**config.mk**
```make
export PLATFORM = sky130hd
export DESIGN_NAME = audio_sample_out
export DESIGN_NICKNAME = d
export VERILOG_FILES = /design/src/rtl/audio_pkg.sv /design/src/rtl/sample_fifo.sv /design/src/rtl/audio_sample_out.sv
export SDC_FILE = /design/constraint.sdc
export NUM_CORES = 1
export LEC_CHECK = 0
export CORE_UTILIZATION = 55
export DETAILED_ROUTE_END_ITERATION = 8
export PLACE_DENSITY = 0.83
export SETUP_SLACK_MARGIN = 0.02
export SLEW_MARGIN = 20
export SYNTH_ARGS = -nofsm -noshare
export SYNTH_HDL_FRONTEND = slang
export SYNTH_SLANG_ARGS = --single-unit
```
**constraint.sdc**
```tcl
create_clock -name clk -period 3.6 [get_ports clk]
set_input_delay 1.08 -clock clk [delete_from_list [all_inputs] [get_ports clk]]
set_output_delay 1.08 -clock clk [all_outputs]
set_load 0.02 [all_outputs]
```
**src/rtl/audio_pkg.sv**
```systemverilog
// Shared widths, PWM period and sample type for the audio sample output path.
package audio_pkg;

  localparam int unsigned SAMPLE_W   = 5;
  localparam int unsigned VOL_W      = 4;
  localparam int unsigned PWM_PERIOD = 30;

  typedef logic [SAMPLE_W-1:0] sample_t;

  // Two-channel mixer: each gated volume is zero-extended and summed (max 30, never wraps).
  function automatic sample_t mix(input logic ch0_bit, input logic [VOL_W-1:0] audv0,
                                  input logic ch1_bit, input logic [VOL_W-1:0] audv1);
    sample_t a;
    sample_t b;
    a = ch0_bit ? sample_t'(audv0) : '0;
    b = ch1_bit ? sample_t'(audv1) : '0;
    return a + b;
  endfunction

endpackage

```
**src/rtl/sample_fifo.sv**
```systemverilog
// First-word-fall-through sample FIFO with a separate occupancy counter.
module sample_fifo
  import audio_pkg::*;
#(
  parameter int unsigned FIFO_DEPTH = 4
) (
  input  logic                          clk,
  input  logic                          rst,
  input  logic                          push,
  input  logic                          pop,
  input  sample_t                       din,
  output sample_t                       dout,
  output logic                          full,
  output logic                          empty,
  output logic [$clog2(FIFO_DEPTH):0]   level
);

  localparam int unsigned AW = $clog2(FIFO_DEPTH);
  localparam int unsigned LW = AW + 1;

  sample_t         mem [FIFO_DEPTH];
  logic [AW-1:0]   wr_ptr_q, rd_ptr_q;
  logic [LW-1:0]   level_q;
  logic            do_push, do_pop;

  assign full  = (level_q == LW'(FIFO_DEPTH));
  assign empty = (level_q == '0);
  assign level = level_q;

  // A push into a full FIFO is accepted only when the head leaves in the same cycle.
  assign do_pop  = pop & ~empty;
  assign do_push = push & (~full | do_pop);

  // Zero when empty so the head reads 0 during and after reset.
  assign dout = empty ? '0 : mem[rd_ptr_q];

  always_ff @(posedge clk) begin
    if (do_push) begin
      mem[wr_ptr_q] <= din;
    end
  end

  // Power-of-two depth: pointer overflow is the modulo wrap.
  always_ff @(posedge clk or posedge rst) begin
    if (rst) begin
      wr_ptr_q <= '0;
      rd_ptr_q <= '0;
      level_q  <= '0;
    end else begin
      if (do_push) wr_ptr_q <= wr_ptr_q + 1'b1;
      if (do_pop)  rd_ptr_q <= rd_ptr_q + 1'b1;
      unique case ({do_push, do_pop})
        2'b10:   level_q <= level_q + 1'b1;
        2'b01:   level_q <= level_q - 1'b1;
        default: level_q <= level_q;
      endcase
    end
  end

endmodule

```
**src/rtl/audio_sample_out.sv**
```systemverilog
// Two-channel mixer feeding a sample FIFO, with an optional PWM DAC enabled by AUDIO_PWM_EN.
module audio_sample_out
  import audio_pkg::*;
#(
  parameter int unsigned FIFO_DEPTH = 4
) (
  input  logic                          clk,
  input  logic                          rst,
  input  logic                          ch0_bit,
  input  logic                          ch1_bit,
  input  logic [3:0]                    audv0,
  input  logic [3:0]                    audv1,
  input  logic                          sample_tick,
  output logic                          m_valid,
  input  logic                          m_ready,
  output logic [4:0]                    m_data,
  output logic [$clog2(FIFO_DEPTH):0]   level,
  output logic                          ovf,
  input  logic                          ovf_clr,
  output logic                          pwm_out
);

  sample_t sample;
  logic    full, empty, pop, ovf_set, ovf_q;

  assign sample  = mix(ch0_bit, audv0, ch1_bit, audv1);
  assign pop     = m_valid & m_ready;
  assign m_valid = ~empty;
  assign ovf_set = sample_tick & full & ~pop;
  assign ovf     = ovf_q;

  sample_fifo #(
    .FIFO_DEPTH (FIFO_DEPTH)
  ) u_fifo (
    .clk   (clk),
    .rst   (rst),
    .push  (sample_tick),
    .pop   (pop),
    .din   (sample),
    .dout  (m_data),
    .full  (full),
    .empty (empty),
    .level (level)
  );

  // A fresh overflow wins over a simultaneous clear.
  always_ff @(posedge clk or posedge rst) begin
    if (rst) begin
      ovf_q <= 1'b0;
    end else if (ovf_set) begin
      ovf_q <= 1'b1;
    end else if (ovf_clr) begin
      ovf_q <= 1'b0;
    end
  end

`ifdef AUDIO_PWM_EN
  logic [4:0] cnt_q, duty_q;
  sample_t    last_q;
  logic       pwm_q;
  logic       pushed, wrap;

  assign pushed  = sample_tick & (~full | pop);
  assign wrap    = (cnt_q == 5'(PWM_PERIOD - 1));
  assign pwm_out = pwm_q;

  always_ff @(posedge clk or posedge rst) begin
    if (rst) begin
      cnt_q  <= '0;
      duty_q <= '0;
      last_q <= '0;
      pwm_q  <= 1'b0;
    end else begin
      if (pushed) last_q <= sample;
      cnt_q <= wrap ? '0 : cnt_q + 1'b1;
      if (wrap) duty_q <= last_q;
      pwm_q <= (cnt_q < duty_q);
    end
  end
`else
  assign pwm_out = 1'b0;
`endif

endmodule

```
# Word-level counts from Yosys, hierarchy flattened
# Memory sizes are Yosys's and may differ from the RTL's.
# Cells that the tools add are included.
# word_totals
register_bits	8
out_inout_bits	11
elab_cells	33
ram_bits	20
inputBits	15
memories	1
# memory_table
memory	words	width	rd	rd_clocked_by_memory_dff	write_ports	line_no	source
u_fifo.mem	4	5	1	0	1	sample_fifo.sv:21	sample_t mem [FIFO_DEPTH];
# op_classes
mux	8
bitwise	9
n_reduce_logical	3
eq_ne	3
addsub	5
# ops
operator	n
$mux 4	2
$pmux 3 s2	1
$add 4x4->5	1
$and 1x1->1	5
$mux 5	1
$add 2x1->2 const B	2
$mux 1	4
$reduce_bool 2->1	2
$add 3x1->3 const B	1
$eq 3x3->1 const B	1
$logic_not 3->1	1
$not 1->1	3
$sub 3x1->3 const B	1
$eq 2x1->1 const B	1
$eq 2x2->1 const B	1
$or 1x1->1	1

# Logic depth before layout (Yosys ltp)
# Gate-level depths: netlist of the first run.
# logic_depth
depth_word	8
ltp_mapped	9
depth_no_buf	9

# By module
# A second synthesis of the first run with hierarchy kept.
# hier_totals
hier_cells	106
hier_area_um2	1446.4
# modules_own_cells
mod	area_each_um2	cells_per_inst	n_inst	seq_area_each_um2
sample_fifo	1201.2	73	1	775.7
audio_sample_out	245.2	33	1	25.0

# Worst setup path after synthesis of the first run
# No wires, ideal clock.
# synth_timing
kind	input port to flip-flop
from	input port m_ready
to	register u_fifo.level_q[2] (netlist: u_fifo.level[2])
required_time_ns	3.520
arrival_ns	2.472
path_slack_ns	1.048
path_stages	9
setup_ns	0.080
path_buffers	0
cell_sequence	nor4b_2 nor2b_2 inv_1 ha_1 inv_1 fa_1 xor2_1 nor2_1 xor2_1
# synth_between
elab_chain_len	6
elab_cells_between_ends	8
classes_between	eq/ne (2); mux (1); bitwise (4); reduce/logical (1)
# synth_lines
item	line_no	source
start, declared	audio_sample_out.sv:15	input logic m_ready,
$and 1x1->1 *	audio_sample_out.sv:27	assign pop = m_valid & m_ready;
$and 1x1->1 *	sample_fifo.sv:31	assign do_pop = pop & ~empty;
$or 1x1->1	sample_fifo.sv:32	assign do_push = push & (~full | do_pop);
$and 1x1->1	sample_fifo.sv:32	
$eq 2x1->1 or $eq 2x2->1 (tied branches)	sample_fifo.sv:52	unique case ({do_push, do_pop})
$pmux 3 s2 or $reduce_bool 2->1 (tied branches)	n/a	
end signal, assigned	sample_fifo.sv:53	2'b10: level_q <= level_q + 1'b1;
end signal, assigned	sample_fifo.sv:54	2'b01: level_q <= level_q - 1'b1;
end signal, assigned	sample_fifo.sv:55	default: level_q <= level_q;
end, declared	sample_fifo.sv:23	logic [LW-1:0] level_q;
# Mark *: on every way between the ends. The rest lies on a longest branch, timed or not.
# A chain may end at the register's enable or synchronous reset.

# Worst setup path after layout of the first run
# layout_timing
from	register u_fifo.rd_ptr_q[0]
to	output port m_data[3]
# layout_between
elab_chain_len	2
# layout_lines
item	line_no	source
start, declared	sample_fifo.sv:22	logic [AW-1:0] wr_ptr_q, rd_ptr_q;
start signal, assigned	sample_fifo.sv:51	if (do_pop) rd_ptr_q <= rd_ptr_q + 1'b1;
$mem_v2 4x5	n/a	
$mux 5	sample_fifo.sv:35	assign dout = empty ? '0 : mem[rd_ptr_q];
end, declared	audio_sample_out.sv:16	output logic [4:0] m_data,
# No other way between the ends.

==> metrics.md, run 1 <==
| Metric | Value |
|---|---|
| Max Cap Viol | 0 |
| Leakage | 0.678 nW |
| Ys async rst share | 28.6% |
| Clk root buf | clkbuf_4 |
| Syn_nets | 127 |
| Largest net degree at the start of global routing | 16 |
| Clock slew at reported path FFs | 140 ps |
| Area of the core | 0.00245 mm² |
| Worst Path Max Fanout | 7 |
| Final hold vios | 0 |
| CTS Sinks | 28 |
| Post-synth EDFFs | 20 |
| First-pass GRT wire length | 3740 µm |
| CTS buffer count | 3 |
| Synthesized instance count | 101 |
| Sequential Power Share | 43.8% |
| Worst min path class | reg -> reg |
| VDD IR-drop max | 0.408 mV |
| GRT Overall Usage | 20.2% |
| Vias in the first global route | 813 |
| H-tree depth | 1 |
| Post-cts gate resize count | 0 |
| Vias per inst | 5.02 |
| Die W | 52.9 µm |
| Final Cycle Share | 90.6% |
| Avg Cell Area, Syn | 14.1 µm² |
| Pwr Density | 703 mW/mm² |
| Worst-Skew Late Latency | 320 ps |
| Fin Setup TNS | 0 ps |
| Post-CTS setup buffers | 0 |
| CTS max path bufs | 2 |
| GRT met2 Usage | 32.9% |
| Outcome | finished clean |
| Net Sw Frac | 34.9% |
| Hold_ws | 522 ps |
| Worst R2R Setup Slack | 1460 ps |
| Worst path slowest cell | dfrtp_1 |
| Row cnt | 18 |
| P_int | 779 µW |
| Tot Pwr | 1.20 mW |
| Nets | 152 |
| IO Count | 26 |
| Grt total ovfl | 0 |
| Hpwl dp | 1850 µm |
| CP cell instances | mux4_2 -> and2_1 -> clkdlybuf4s50_1 |
| Critical path depth | 3 |
| Synth cell types | 28 |
| Main flop type after synthesis | edfxtp_1 |
| Skew final | 3.93 ps |
| Core Util, Final | 69.4% |
| Crit. End Element | primary output |
| Ratio of cells with drive above 1 in the final layout | 8.80% |
| Final Wtd Congestion | 0.701 |
| CP peak stage delay | 600 ps |
| Slew Viols, Final | 0 |
| Final setup viols | 0 |
| Comb power frac | 45.5% |
| Vias | 778 |
| DRC | 0 |
| Antenna Nets Post-Route | 0 |
| Final WL | 2300 µm |
| Worst reg-to-reg path cell count | 9 |
| RSZ-0062 raised after global routing | no |
| GR peak layer | met2 |
| Clock power frac | 10.7% |
| Ys Warns | 0 |
| Starting density of the core | 58.1% |
| Commonest non-fill, non-tap cell in the layout | clkdlybuf4s50_1 |
| WHS Path Cells | 1 |
| Max Fclk | 307 MHz |
| Crit Path Class | reg -> out |
| Antenna diodes | 0 |
| Delay-heaviest family, CP | flip-flops |
| Die footprint | 0.00280 mm² |
| Hold Buf Count CTS | 0 |
| Synthesized area | 0.00143 mm² |
| Iteration count of the initial detailed-routing pass | 4 |
| Port Buffer Count | 24 |
| Initial drt markers | 8 |
| Met1 usage | 24.4% |
| WL per Instance | 14.9 µm |
| CTS tree | yes |
| Antenna violations before repair | 0 |
| Die Ht | 52.9 µm |
| Area grow syn2layout | 19.4% |
| Sw Pwr | 418 µW |
| Required @ worst endpoint | 2520 ps |
| Min cycle time layout | 3260 ps |
| Commonest non-fill, non-tap cells in the layout | clkdlybuf4s50_1, edfxtp_1, and2_1 |
| Crit path DAT | 2180 ps |
| Crit path buf inv count | 1 |
| Post-synthesis sequential area ratio | 56.1% |
| CP Launch Type | register |
| GR Util met3 | 3.45% |
| Synthesis-stage register bit count | 28 |
layout make-up:
cell class,instances,area [µm²]
repair buffers,24,240
fillers,189,752
inverters,12,45.0
flip-flops and latches,28,801
well taps,30,37.5
clock inverters,1,3.75
clock buffers,3,22.5
multi-input cells,57,553
power by group through the flow:
| stage | logic (mW) | registers, mW | clock network (mW) |
|---|---|---|---|
| 2_1_floorplan | 0.369 | 0.513 | 0 |
| 3_3_place_gp | 0.534 | 0.528 | 0 |
| 5_1_grt | 0.601 | 0.538 | 0.142 |
| 4_1_cts | 0.552 | 0.529 | 0.131 |
| 6_report | 0.545 | 0.524 | 0.128 |
| 3_5_place_dp | 0.550 | 0.537 | 0 |
cell usage after synthesis (2+ instances only):
cell      number  area [µm²]
and2_1        17         106
dfrtp_1        8         200
edfxtp_1      20         601
fa_1           2        40.0
ha_1           9         113
inv_1         12        45.0
mux4_2         5         113
o21ai_0        2        10.0
xnor2_1        5        43.8
xor2_1         3        26.3
worst paths after layout:
kind | from | end
worst max-delay path | u_fifo.rd_ptr_q[0] | m_data[3]
worst min-delay path | u_fifo.level[2] | u_fifo.level[2]
worst max register to register | u_fifo.level[0] | u_fifo.level[2]
worst min register to register | u_fifo.level[2] | u_fifo.level[2]
max in group asynchronous | rst | u_fifo.wr_ptr_q[1]
min in group asynchronous | rst | u_fifo.wr_ptr_q[0]
sequential cells by signal, indices dropped and copies added, names as in the netlist:
signal / flops
u_fifo.level: 3
ovf: 1
u_fifo.wr_ptr_q: 2
u_fifo.mem: 20
u_fifo.rd_ptr_q: 2
through the flow:
stage / cell area (µm²) / setup slack [ps] / cells
global route: 1700 / 230 / 155
floorplan: 1430 / 1050 / 101
detailed placement: 1680 / 372 / 151
CTS: 1700 / 302 / 155
global placement: 1680 / 496 / 151
finish: 1700 / 340 / 155
cell families after synthesis:
| family | after synthesis | share of synthesized area, % |
|---|---|---|
| mux | 7 | 9.39 |
| fa+ha+maj | 11 | 10.7 |
| xor+xnor | 8 | 4.91 |
| other cells | 1 | 0.263 |
| buf+inv | 16 | 5.09 |
| compound gates | 4 | 1.58 |
| simple gates | 26 | 11.9 |
| flops | 28 | 56.1 |
metal layers:
metal	wire, µm	vias up
li1	-	386
met1	998	367
met2	1180	21
met3	64	4
met4	58	0
met5	0	-
(Power assumes the default switching activity.)
==> run 2, diff against run 1 <==
- CORE_ASPECT_RATIO: default -> 0.75
==> metrics.md, run 2 (synthesis gave the netlist of run 1 again) <==
| Metric | Value |
|---|---|
| Grt total ovfl | 0 (unchanged) |
| Iteration count of the initial detailed-routing pass | 4 (unchanged) |
| Final WS setup | 325 ps (-15.1 ps) |
| Die footprint | 0.00280 mm² (about the same) |
| Worst-Skew Late Latency | 320 ps (about the same) |
| Antenna Nets Post-Route | 0 (unchanged) |
| Clk root buf | clkbuf_4 |
| Min cycle time layout | 3280 ps (+15.1 ps) |
| Vias in the first global route | 755 (-7.1%) |
| Skew final | 12.1 ps (+8.13 ps) |
| Biggest register | u_fifo.mem |
| Post-Layout Cell Count | 159 (+2.6%) |
| Setup WS pre-CTS | 390 ps (+18.6 ps) |
| Row cnt | 15 (-3) |
| Area grow syn2layout | 21.6% |
| Crit Path Class | reg -> out |
| Port Buffer Count | 24 (unchanged) |
| Hold Buf Count CTS | 0 (unchanged) |
| Placed cell count | 155 (+2.6%) |
| Vias per inst | 5.01 (-0.26%) |
| CTS tree | yes |
| Area of the core | 0.00238 mm² (-2.9%) |
| Fin area | 0.00173 mm² (+1.8%) |
| Die Ht | 46.1 µm (-13%) |
| Area post-placement | 0.00168 mm² (+0.30%) |
| Tot Pwr | 1.28 mW (+6.6%) |
| Crit path DAT | 2200 ps (+20 ps) |
| Max reg flops | 20 (unchanged) |
| Max Cap Viol | 0 (unchanged) |
| Largest net degree at the start of global routing | 17 (+1) |
| Fin Setup TNS | 0 ps (unchanged) |
| Antenna diodes | 0 (unchanged) |
| Final Cycle Share | 91.0% (+0.42 points) |
| Max Fclk | 305 MHz (-0.46%) |
| Pwr Density | 736 mW/mm² (+4.7%) |
| First-pass GRT wire length | 3640 µm (-2.6%) |
| Clock slew at reported path FFs | 150 ps (about the same) |
| CTS max path bufs | 2 (unchanged) |
| Ratio of cells with drive above 1 in the final layout | 9.60% (+0.80 points) |
| Core Util, Final | 72.8% (+3.4 points) |
| Nets | 152 (unchanged) |
| Final hold vios | 0 (unchanged) |
| Worst Path Max Fanout | 7 (unchanged) |
| GRT Overall Usage | 20.0% (-0.20 points) |
| CP Launch Type | register |
| RSZ-0062 raised after global routing | no |
| Post-CTS setup buffers | 0 (unchanged) |
| Slew Viols, Final | 0 (unchanged) |
| CTS buffer count | 3 (unchanged) |
| IO Count | 26 (unchanged) |
| Worst min path class | reg -> reg |
| Final WL | 2380 µm (+3.4%) |
| Hold_ws | 523 ps (+1.51 ps) |
| Outcome | finished clean |
| H-tree depth | 1 (unchanged) |
| Final setup viols | 0 (unchanged) |
| Die W | 60.8 µm (+15%) |
| WL per Instance | 15.0 µm (+0.83%) |
| Commonest non-fill, non-tap cells in the layout | clkdlybuf4s50_1, edfxtp_1, and2_1 |
| Antenna violations before repair | 0 (unchanged) |
| CTS Sinks | 28 (unchanged) |
| Leakage | 0.691 nW (+1.9%) |
| Required @ worst endpoint | 2520 ps (about the same) |
| Post-cts gate resize count | 0 (unchanged) |
| DRC | 0 (unchanged) |
| VDD IR-drop max | 0.440 mV (+7.8%) |
| Starting density of the core | 59.8% (+1.7 points) |
| Final Wtd Congestion | 0.670 (-4.4%) |
| Commonest non-fill, non-tap cell in the layout | clkdlybuf4s50_1 |
| Vias | 796 (+2.3%) |
| Crit. End Element | primary output |
| Initial drt markers | 33 (+25) |
run 2: critical path: stages, from the launching register on:
cell and delay [ps]:
dfrtp_1 610, mux4_2 540, and2_1 180, clkdlybuf4s50_1 540
run 2: cell type report:
cell class,count,area (µm²)
clock inverter,1,30.0
sequential,28,801
multi-input combinational,57,553
fill,175,649
timing repair buffer,24,240
clock buffer,3,22.5
inverter,12,45.0
tap,34,42.5
run 2: report_power, final:
part           leakage, nW  switching (mW)  internal (mW)
registers            0.281          0.0763          0.447
logic                0.381           0.261          0.292
clock network       0.0279          0.0872          0.113
total                0.691           0.424          0.852
run 2: final timing paths:
kind,slack [ps],depth (start not counted),endpoint,from
max in group asynchronous,2360,2,u_fifo.wr_ptr_q[0],rst
worst min-delay path,520,1,u_fifo.level[2],u_fifo.level[2]
worst max register to register,1460,9,u_fifo.level[2],u_fifo.level[0]
min in group asynchronous,980,2,u_fifo.rd_ptr_q[1],rst
worst max-delay path,320,3,m_data[4],u_fifo.rd_ptr_q[0]
worst min register to register,520,1,u_fifo.level[2],u_fifo.level[2]
run 2: layer usage:
layer	share of wire, %	GRT usage [%]	vias up	wire (µm)
met5	0	0	-	0
met4	0.59	4.09	0	14
met3	4.1	5.06	2	97
met2	51	32.7	20	1220
met1	44	27.5	388	1050
li1	-	-	386	-
==> run 3, diff against run 2 <==
- CORE_MARGIN: default -> 4
==> metrics.md, run 3 (synthesis gave the netlist of run 1 again) <==
| Metric | Value |
|---|---|
| P_int | 852 µW (about the same) |
| Ratio of cells with drive above 1 in the final layout | 9.60% (unchanged) |
| Crit path buf inv count | 1 (unchanged) |
| Vias in the first global route | 889 (+18%) |
| Setup WS pre-CTS | 419 ps (+28.3 ps) |
| Pwr Density | 739 mW/mm² (+0.44%) |
| Die W | 66.8 µm (+9.9%) |
| WL per Instance | 15.6 µm (+4.1%) |
| Worst-Skew Late Latency | 330 ps (about the same) |
| Leakage | 0.691 nW (unchanged) |
| Grt total ovfl | 0 (unchanged) |
| Outcome | finished clean |
| Initial drt markers | 64 (+94%) |
| Final hold vios | 0 (unchanged) |
| CTS buffer count | 3 (unchanged) |
| Clock power frac | 15.7% (about the same) |
| VDD IR-drop max | 0.354 mV (-20%) |
| Worst path slowest cell | dfrtp_1 |
| Worst min path class | reg -> reg |
| Hpwl dp | 2010 µm |
| Max Fclk | 304 MHz (-0.41%) |
| Final WL | 2480 µm (+4.1%) |
| IO Count | 26 (unchanged) |
| Post-cts gate resize count | 0 (unchanged) |
| Starting density of the core | 59.8% (unchanged) |
| CTS max path bufs | 2 (unchanged) |
| Sw Pwr | 429 µW (+1.3%) |
| Max Cap Viol | 0 (unchanged) |
| Crit Path Class | reg -> out |
| Final setup viols | 0 (unchanged) |
| Die Ht | 52.1 µm (+13%) |
| GRT Overall Usage | 17.5% (-2.4 points) |
| Post-CTS setup buffers | 0 (unchanged) |
| Hold_ws | 522 ps (-1.39 ps) |
| Worst Path Max Fanout | 7 (unchanged) |
| DRC | 0 (unchanged) |
| Crit. End Element | primary output |
| Skew final | 7.34 ps (-4.72 ps) |
| Delay-heaviest family, CP | flip-flops |
| Row cnt | 15 (unchanged) |
| CTS Sinks | 28 (unchanged) |
| RSZ-0062 raised after global routing | no |
| Nets | 152 (unchanged) |
| Final Cycle Share | 91.4% (+0.37 points) |
| Sequential Power Share | 41.0% (about the same) |
| Area of the core | 0.00238 mm² (unchanged) |
| Final Wtd Congestion | 0.749 (+12%) |
| Vias | 799 (+0.38%) |
| Min cycle time layout | 3290 ps (+13.4 ps) |
| Commonest non-fill, non-tap cell in the layout | clkdlybuf4s50_1 |
| Comb power frac | 43.3% (about the same) |
| Commonest non-fill, non-tap cells in the layout | clkdlybuf4s50_1, edfxtp_1, and2_1 |
| CTS tree | yes |
| Biggest register | u_fifo.mem |
| Max reg flops | 20 (unchanged) |
| Crit path DAT | 2210 ps (about the same) |
| CP Launch Type | register |
| Required @ worst endpoint | 2520 ps (about the same) |
| Antenna Nets Post-Route | 0 (unchanged) |
| Hold Buf Count CTS | 0 (unchanged) |
| Final WS setup | 311 ps (-13.4 ps) |
| CP cell instances | mux4_2 -> and2_1 -> clkdlybuf4s50_1 |
| Port Buffer Count | 24 (unchanged) |
| CP peak stage delay | 620 ps (about the same) |
| First-pass GRT wire length | 4310 µm (+18%) |
| Antenna violations before repair | 0 (unchanged) |
| Slew Viols, Final | 0 (unchanged) |
| Iteration count of the initial detailed-routing pass | 4 (unchanged) |
| Clock slew at reported path FFs | 140 ps (about the same) |
| Largest net degree at the start of global routing | 17 (unchanged) |
| Net Sw Frac | 33.5% (+0.27 points) |
| Die footprint | 0.00348 mm² (+24%) |
| Clk root buf | clkbuf_4 |
| Antenna diodes | 0 (unchanged) |
| Fin Setup TNS | 0 ps (unchanged) |
| H-tree depth | 1 (unchanged) |
| Vias per inst | 5.03 (+0.38%) |
| Area grow syn2layout | 21.6% (unchanged) |
-- run 3: worst register-to-register path: cells and delay by family (launching register included) --
family	cells	cell delay, ps
fa+ha+maj	2	540
flops	1	460
buf+inv	2	140
xor+xnor	2	300
simple gates	3	620
-- run 3: power by group through the flow --
| stage | Combinational, mW | Clock, mW | Sequential, mW |
|---|---|---|---|
| 3_5_place_dp | 0.563 | 0 | 0.535 |
| 2_1_floorplan | 0.369 | 0 | 0.513 |
| 5_1_grt | 0.608 | 0.223 | 0.541 |
| 4_1_cts | 0.565 | 0.207 | 0.526 |
| 3_3_place_gp | 0.540 | 0 | 0.529 |
| 6_report | 0.555 | 0.202 | 0.525 |
-- run 3: metal layers --
layer  global-route usage [%]  share of wire [%]  wire length, µm  vias up
met1                     22.5                 44             1080      388
met2                     29.1                 50             1240       18
met5                        0                  0                0        -
met4                     4.73                1.5               36        0
li1                         -                  -                -      389
met3                     5.18                4.9              122        4
-- run 3: area by class of cell --
class / instances / area [µm²]
multi-input combinational: 57 / 553
tap: 34 / 42.5
sequential: 28 / 801
fill: 165 / 649
clock buffer: 3 / 22.5
timing repair buffer: 24 / 240
inverter: 12 / 45.0
clock inverter: 1 / 30.0
-- run 3: worst paths after layout --
kind,slack [ps],start,to,cells after the start
worst max-delay path,310,u_fifo.rd_ptr_q[0],m_data[4],3
worst min-delay path,520,u_fifo.level[2],u_fifo.level[2],1
worst max register to register,1470,u_fifo.level[0],u_fifo.level[2],9
worst min register to register,520,u_fifo.level[2],u_fifo.level[2],1
max in group asynchronous,2390,rst,u_fifo.wr_ptr_q[0],2
min in group asynchronous,980,rst,u_fifo.level[0],2
-- run 3: metrics by stage --
step / cells / utilization, % / area [µm²] / power (mW)
detailed placement: 155 / 70.6 / 1680 / 1.10
finish: 159 / 72.8 / 1730 / 1.28
global route: 159 / 72.8 / 1730 / 1.37
global placement: 155 / 70.6 / 1680 / 1.07
CTS: 159 / 72.8 / 1730 / 1.30
floorplan: 101 / - / 1430 / 0.883
==> patch, RTL diff (flow settings as in run 1) <==
Put one more register stage on the output `ovf`, with the module's reset. The value now appears one clock later. The other outputs are not delayed to match.
--- a/src/rtl/audio_sample_out.sv
+++ b/src/rtl/audio_sample_out.sv
@@ -27,7 +27,13 @@
   assign pop     = m_valid & m_ready;
   assign m_valid = ~empty;
   assign ovf_set = sample_tick & full & ~pop;
-  assign ovf     = ovf_q;
+  always_ff @(posedge clk or posedge rst) begin
+    if (rst) begin
+      ovf <= '0;
+    end else begin
+      ovf <= ovf_q;
+    end
+  end
 
   sample_fifo #(
     .FIFO_DEPTH (FIFO_DEPTH)
Check against the original RTL: not equivalent (Yosys sat finds a counterexample within 10 cycles, from zero or initial values and one cycle with rst high).
==> patch against run 1 <==
- total power is 5.4% higher
- worst setup slack better by 0.0064 ns
- synthesized area is 1.2% higher
- count of clock-buffer cells in the layout is 3 higher
- critical path type unchanged
- wire length is 6.6% lower
- critical path depth stayed put
- design area is 2.9% higher
- sequential cell count is 1 higher
==> patch: results (changes against run 1) <==
The ratio of cells with drive above 1 in the final layout is 0.115 (was 0.0880). The global placer's final weighted congestion came out at 0.659 (was 0.701). The async set or reset register ratio after synthesis is 0.310 (was 0.286).

The hold path startpoint is ovf_q$_DFFE_PP0P_ (was u_fifo.level[2]$_DFFE_PP0P_). The overall fraction of global-route tracks in use came out at 0.199 (was 0.202). The worst-case hold path end point is ovf$_DFF_PP0_ (was u_fifo.level[2]$_DFFE_PP0P_). Outcome: finished clean (unchanged). The final-layout fill cell count was 195 (was 189).

The net count after synthesis is 129 (was 127). The sequential fraction of the synthesis area was 0.572 (was 0.561). The HPWL reported at the end of detailed placement was 1630 um (was 1850 um). The flop-to-flop setup slack came out at 1.49 ns (was 1.46 ns). The pin count of the biggest net entering global routing came to 10 (was 16). The iteration-0 DRC count of the detailed router came out at 14 (was 8). The total power divided by cell area is 720 nW/um2 (was 703 nW/um2). The cell depth of the worst min-delay path came to 0 (was 1). The placement-stage cell area was 1700 um2 (was 1680 um2). The first-pass iteration count of the detailed router came out at 3 (was 4). The number of H-tree levels came out at 2 (was 1). The clock transition at the registers of the reported paths is 0.09 ns (was 0.14 ns). Largest cells by area after synthesis: sky130_fd_sc_hd__edfxtp_1 (42%), sky130_fd_sc_hd__dfrtp_1 (16%), sky130_fd_sc_hd__ha_1 (7.8%), sky130_fd_sc_hd__mux4_2 (7.8%), sky130_fd_sc_hd__and2_1 (7.4%) (was sky130_fd_sc_hd__edfxtp_1 (42%), sky130_fd_sc_hd__dfrtp_1 (14%), sky130_fd_sc_hd__ha_1 (7.9%), sky130_fd_sc_hd__mux4_2 (7.9%), sky130_fd_sc_hd__and2_1 (7.5%)).

The cell leakage power is 0.705 nW (was 0.678 nW). The number of global-route vias before repair is 814 (was 813). The final wirelength came to 2150 um (was 2300 um). The count of unique library cells instantiated by Yosys came out at 26 (was 28). Top cells by count, synth: sky130_fd_sc_hd__edfxtp_1 (20), sky130_fd_sc_hd__and2_1 (17), sky130_fd_sc_hd__inv_1 (12), sky130_fd_sc_hd__dfrtp_1 (9), sky130_fd_sc_hd__ha_1 (9) (was sky130_fd_sc_hd__edfxtp_1 (20), sky130_fd_sc_hd__and2_1 (17), sky130_fd_sc_hd__inv_1 (12), sky130_fd_sc_hd__ha_1 (9), sky130_fd_sc_hd__dfrtp_1 (8)). The highest ir drop seen on vdd came out at 0.505 mV (was 0.408 mV). The final net count is 156 (was 152).
[patch: per-layer routing]
metal  global-route usage  vias to the layer above  routed length, um
met2                0.310                       19               1050
met3               0.0603                        7                 73
met5                    0                        -                  0
met1                0.228                      373                971
li1                     -                      403                  -
met4                0.145                        0                 61
[patch: where the power goes]
group / switching (W) / leakage, nW / internal, W
Sequential: 0.0000793 / 0.296 / 0.000461
Combinational: 0.000251 / 0.377 / 0.000291
Clock: 0.000106 / 0.0320 / 0.0000742
Total: 0.000436 / 0.705 / 0.000826
[patch: per-stage QoR]
step / instances / hold slack (ns) / setup slack (ns)
after global routing: 161 / 0.410 / 0.250
after floorplan: 103 / 0.354 / 1.05
final: 161 / 0.391 / 0.346
after detailed placement: 153 / 0.365 / 0.406
after global placement: 153 / 0.358 / 0.500
after CTS: 161 / 0.394 / 0.302
[patch: area by class of cell]
type,instances,area share
well taps,30,0.0214
clock buffers,6,0.0236
multi-input cells,58,0.315
flip-flops and latches,29,0.471
repair buffers,24,0.137
clock inverters,2,0.00571
inverters,12,0.0257
[patch: worst max-delay path by stage]
stage                                              to  slack (ns)
final                                       m_data[0]        0.35
after global routing                        m_data[0]        0.25
after CTS                                   m_data[0]        0.30
after detailed placement  u_fifo.level[2]$_DFFE_PP0P_        0.41
after global placement    u_fifo.level[2]$_DFFE_PP0P_        0.50
after floorplan           u_fifo.level[2]$_DFFE_PP0P_        1.05
[patch: kinds of logic (layout without fill, tap and decap cells)]
group | Yosys count | in the layout | synth area share
adders and majority gates | 11 | 11 | 0.106
other | 1 | 1 | 0.00260
xor gates and xnor gates | 8 | 8 | 0.0485
AOI/OAI and AO/OA | 5 | 5 | 0.0191
muxes | 6 | 6 | 0.0858
buffers and inverters | 16 | 44 | 0.0459
DFF | 29 | 29 | 0.572
and+or+nand+nor | 27 | 27 | 0.120
